==> config.mk <==
export PLATFORM = sky130hd
export DESIGN_NAME = csr_trap_ctrl
export DESIGN_NICKNAME = d
export VERILOG_FILES = /design/src/rtl/csr_trap_ctrl.sv
export SDC_FILE = /design/constraint.sdc
export NUM_CORES = 1
export LEC_CHECK = 0
export CAP_MARGIN = 20
export CORE_ASPECT_RATIO = 1.1
export CORE_MARGIN = 1.5
export CORE_UTILIZATION = 50
export DETAILED_ROUTE_END_ITERATION = 7
export DONT_BUFFER_PORTS = 1
export GPL_TIMING_DRIVEN = 0
export PLACE_DENSITY_LB_ADDON = 0.25
export SYNTH_ARGS = -nofsm -noshare
export SYNTH_HDL_FRONTEND = slang
export SYNTH_SLANG_ARGS = --single-unit
==> constraint.sdc <==
create_clock -name clk -period 3.3 [get_ports clk]
set_input_delay 0.33 -clock clk [delete_from_list [all_inputs] [get_ports clk]]
set_output_delay 0.33 -clock clk [all_outputs]
set_load 0.01 [all_outputs]
==> src/rtl/csr_trap_ctrl.sv <==
// csr_trap_ctrl: machine-mode CSR access and ECALL/MRET trap sequencer; defining CSR_MSCRATCH_EN adds mscratch at 0x340
module csr_trap_ctrl #(
  parameter logic [31:0] MTVEC_RST   = 32'h0,
  parameter logic [31:0] MSTATUS_RST = 32'h1800
) (
  input  logic        clk,
  input  logic        rst,
  input  logic        req_valid,
  output logic        req_ready,
  input  logic [2:0]  req_op,
  input  logic [11:0] req_csr,
  input  logic [31:0] req_wdata,
  input  logic [31:0] req_pc,
  output logic        resp_valid,
  input  logic        resp_ready,
  output logic [31:0] resp_rdata,
  output logic        resp_illegal,
  output logic        redirect_valid,
  output logic [31:0] redirect_pc
);
  localparam logic [2:0] IDLE = 3'd0, EXEC = 3'd1, TRAP0 = 3'd2, TRAP1 = 3'd3, RESP = 3'd4;
  localparam logic [2:0] OP_RW = 3'd0, OP_RS = 3'd1, OP_RC = 3'd2, OP_ECALL = 3'd3, OP_MRET = 3'd4;
  logic [2:0]  state, op_q;
  logic [11:0] csr_q;
  logic [31:0] wdata_q;
  logic [31:2] pc_q;
  logic        mie, mpie;
  logic [31:0] mtvec, mepc, mcause;
`ifdef CSR_MSCRATCH_EN
  logic [31:0] mscratch;
`endif
  logic [31:0] mstatus_rd, old, nv, rdata_q, rpc_q;
  logic        legal, wr, ill_q, redir_q;
  // MPP always reads as machine mode; only MIE and MPIE are stored
  assign mstatus_rd = {19'b0, 2'b11, 3'b0, mpie, 3'b0, mie, 3'b0};
  // Decode the captured CSR address and form the read-modify-write value
  always_comb begin
    old = '0;
    legal = 1'b1;
    case (csr_q)
      12'h300: old = mstatus_rd;
      12'h305: old = mtvec;
      12'h341: old = mepc;
      12'h342: old = mcause;
`ifdef CSR_MSCRATCH_EN
      12'h340: old = mscratch;
`endif
      default: legal = 1'b0;
    endcase
    nv = op_q == OP_RW ? wdata_q : op_q == OP_RS ? old | wdata_q : old & ~wdata_q;
    wr = legal && op_q <= OP_RC && (op_q == OP_RW || wdata_q != '0);
  end
  // Sequencer FSM plus CSR state and registered response
  always_ff @(posedge clk or negedge rst) begin
    if (!rst) begin
      state <= IDLE;
      op_q <= '0;
      csr_q <= '0;
      wdata_q <= '0;
      pc_q <= '0;
      mie <= MSTATUS_RST[3];
      mpie <= MSTATUS_RST[7];
      mtvec <= {MTVEC_RST[31:2], 2'b00};
      mepc <= '0;
      mcause <= '0;
`ifdef CSR_MSCRATCH_EN
      mscratch <= '0;
`endif
      rdata_q <= '0;
      ill_q <= 1'b0;
      redir_q <= 1'b0;
      rpc_q <= '0;
    end else begin
      case (state)
        IDLE: if (req_valid) begin
          op_q <= req_op;
          csr_q <= req_csr;
          wdata_q <= req_wdata;
          pc_q <= req_pc[31:2];
          rdata_q <= '0;
          ill_q <= 1'b0;
          redir_q <= 1'b0;
          rpc_q <= '0;
          state <= req_op == OP_ECALL ? TRAP0 : EXEC;
        end
        EXEC: begin
          state <= RESP;
          if (op_q <= OP_RC) begin
            rdata_q <= old;
            ill_q <= !legal;
          end else if (op_q == OP_MRET) begin
            mie <= mpie;
            mpie <= 1'b1;
            redir_q <= 1'b1;
            rpc_q <= mepc;
          end else
            ill_q <= 1'b1;
          if (wr)
            case (csr_q)
              12'h300: begin
                mie <= nv[3];
                mpie <= nv[7];
              end
              12'h305: mtvec <= {nv[31:2], 2'b00};
              12'h341: mepc <= {nv[31:2], 2'b00};
              12'h342: mcause <= nv;
`ifdef CSR_MSCRATCH_EN
              12'h340: mscratch <= nv;
`endif
              default: ;
            endcase
        end
        TRAP0: begin
          mepc <= {pc_q, 2'b00};
          mcause <= 32'd11;
          state <= TRAP1;
        end
        TRAP1: begin
          mpie <= mie;
          mie <= 1'b0;
          redir_q <= 1'b1;
          rpc_q <= mtvec;
          state <= RESP;
        end
        RESP: if (resp_ready) state <= IDLE;
        default: state <= IDLE;
      endcase
    end
  end
  assign req_ready      = rst && state == IDLE;
  assign resp_valid     = state == RESP;
  assign resp_rdata     = resp_valid ? rdata_q : '0;
  assign resp_illegal   = resp_valid && ill_q;
  assign redirect_valid = resp_valid && redir_q;
  assign redirect_pc    = resp_valid ? rpc_q : '0;
endmodule

==> flow_summary.yaml <==
synthesis:
  synth-warning-count: 0
  ys_ff_latch: 238
  yosysSeqAreaShare_pct: 51.0
  post_synth_instance_area_um2: 11700
  syn-mean-instance-area_um2: 11.4
  ys_types: 54
  yosys.area.top_type_share_pct: 51.0
  synth.top_cells.by_area: "dfrtp_1, mux2_2, and2_1"
  synth_area_leader_cell: "dfrtp_1"
  syn_inst: 1027
setup_path:
  endpoint: "mtvec[26]"
  cp_max_fo: 10
  critPathLaunch: "csr_q[3]"
  rrSetupSlack_ns: 0.02
  worstReg2RegStart: "csr_q[3]"
  cp.arrival_ns: 3.75
  startpoint_type: "register"
  required_ns: 3.78
  rr_worst_depth: 7
  r2r-end: "mtvec[26]"
  worstSetupPathType: "reg2reg"
  worstSetupEndpointType: "register"
global_route:
  grt_pass1_wl_um: 54000
  grt_max_degree: 240
  gr-usage-all-layers_pct: 29.2
  antenna_found_initial: 2
  grt_pass1_vias: 9317
  grt_overflow: 0
cts:
  cts_buffers: 26
  clock_latency_ns: 0.54
  cts_buffer_depth: 3
  cts.sink_count: 238
  htreeDepth: 1
  cts_tree: "yes"
  ctsRootBufferMaster: "clkbuf_16"
  postCtsHoldBufs: 79
  clkTransAtPathRegs_ns: 0.06
final_layout:
  final_nets: 1219
  drive_gt1_share_pct: 17.3
  layout_commonest_cell: "dfrtp_1"
  syn2layout_area_growth_pct: 18.3
  fillCellCount: 1910
  mostFrequentLayoutCells: "dfrtp_1, mux2_2, and2_1, nand2_1, dlygate4sd3_1"
routing:
  drt_pass1_iterations: 6
  post_drt_wl_per_cell_um: 23.7
  drtIter0Drc: 853
  wl_met3_um: 2750
  highest_layer: "met4"
  vias: 9144
  m1WireLength_um: 14100
  routed_wl_um: 34500
  ant_nets: 0
  met2WireLength_um: 16600
  via_per_inst: 6.27
  drc_errors: 0
hold_path:
  hold_class: "in2async"
timing:
  setup_ws_ns: 0.0237
  post-route-period-util_pct: 99.3
  tns_ns: 0
  hold_violations: 238
  fmax_mhz: 305
  maxSlewHeadroom_pct: 17.4
  drv_slew: 0
  rsz0062_at_grt: "false"
  fin_crit_ns: 3.28
  worst_pin_slew_ns: 1.23
  skew_ns: 0.0205
  setup_viol: 0
  hold_slack_ns: -0.488
pwr:
  vdd_drop_max_mv: 0.581
  powerDensity_nw_per_um2: 806
  p_leak_nw: 5.94
placement:
  port_buffers: 0
  place_hpwl_um: 23500
  gp_congestion: 0.923
  pre_cts_ws_ns: 0.118
die:
  die-area_um2: 24300
  die_w_um: 149
  core_um2: 22900
  die_h_um: 163
  io_pins: 151
  rows: 58
  initial_core_util_pct: 51.1
outcome:
  violations: "negative hold slack"
  status: "finished, violations left"
run:
  drv_cap: 0
[layer usage]
| layer | vias up | global-route usage, % |
|---|---|---|
| met3 | 75 | 5.56 |
| met5 | - | 0 |
| met2 | 400 | 47.5 |
| met4 | 0 | 11.1 |
| met1 | 4621 | 38.8 |
| li1 | 4048 | - |
[critical path: stages (launching register included)]
cell      delay (ns)
dfrtp_1         0.41
or4_1           0.54
buf_2           0.21
nor4_2          1.00
buf_2           0.44
a221oi_1        0.12
a21oi_1         0.28
mux2_2          0.22
[power breakdown]
group | switching [mW] | internal [mW]
clock | 1.18 | 1.91
sequential | 0.830 | 3.74
combinational | 2.04 | 1.42
total | 4.05 | 7.07
[through the flow]
stage / hold WS, ns / total power [mW] / cells / utilization (%) / instance area, µm²
6_report: -0.488 / 11.1 / 1459 / 60.4 / 13800
3_5_place_dp: 0.0449 / 7.90 / 1329 / 52.7 / 12100
5_1_grt: -0.508 / 11.7 / 1457 / 60.4 / 13800
2_1_floorplan: 0.0344 / 6.70 / 1028 / - / 11700
4_1_cts: -0.512 / 11.1 / 1456 / 60.2 / 13800
3_3_place_gp: 0.0463 / 7.81 / 1328 / 52.7 / 12100
[repair_timing]
action,in CTS,in global routing
hold endpoints to repair,317,238
buffers inserted,0,0
resized for setup,0,10
endpoints found under the setup margin,0,88
[cells in the mapped netlist (all sizes together)]
master	number
a21o	3
o211a	2
nor4	20
a221oi	26
a211o	4
nand4bb	2
nand3b	4
buf	19
and3	33
nor4bb	2
a22o	28
o21ai	36
o211ai	4
o22a	2
a41o	1
nand4	5
a2111o	1
o31ai	34
o41ai	2
conb	1
dfrtp	238
mux2i	31
and4	2
nor3b	6
and2	96
mux2	136
or4	3
nor3	5
a22oi	28
inv	3
a221o	30
a21oi	37
xor2	1
nand2b	6
a211oi	1
clkbuf	65
nand2	81
o221ai	1
o21a	1
nor2	11
nor2b	4
o2111ai	1
nor4b	1
nand3	5
or2	5
[cells by family after synthesis]
kind of cell    count (synthesis)  share of synthesized area, %
buf+inv                        87                          3.09
xor+xnor                        1                        0.0751
flops                         238                          51.0
simple gates                  291                          14.3
compound gates                242                          15.5
mux                           167                          16.0
other cells                     1                        0.0321
[flip-flops by register name (all words and copies together), names as in the netlist, 12 cells and up]
| signal | flops |
|---|---|
| csr_q | 12 |
| mcause | 32 |
| mepc | 30 |
| mtvec | 30 |
| pc_q | 30 |
| rdata_q | 32 |
| rpc_q | 30 |
| wdata_q | 32 |
[how the worst min path moves through the flow]
stage	start	cells after the start	to
after detailed placement	rst	0	mepc[5]
after global placement	rst	0	rpc_q[8]
final	rst	0	mepc[4]
after CTS	rst	0	pc_q[14]
after floorplan	rst	0	csr_q[0]
after global routing	rst	0	mepc[5]
[final cells by class]
class | instances | area (µm²) | share of cell area, %
Multi-Input combinational cell | 703 | 5380 | 39.0
Inverter | 3 | 11.3 | 0.0816
Antenna cell | 3 | 7.51 | 0.0544
Clock inverter | 8 | 118 | 0.852
Sequential cell | 238 | 5960 | 43.1
Buffer | 84 | 353 | 2.56
Clock buffer | 40 | 805 | 5.83
Tap cell | 300 | 375 | 2.72
Timing Repair Buffer | 80 | 798 | 5.78
No activity file was read; power rests on OpenSTA's default activity.
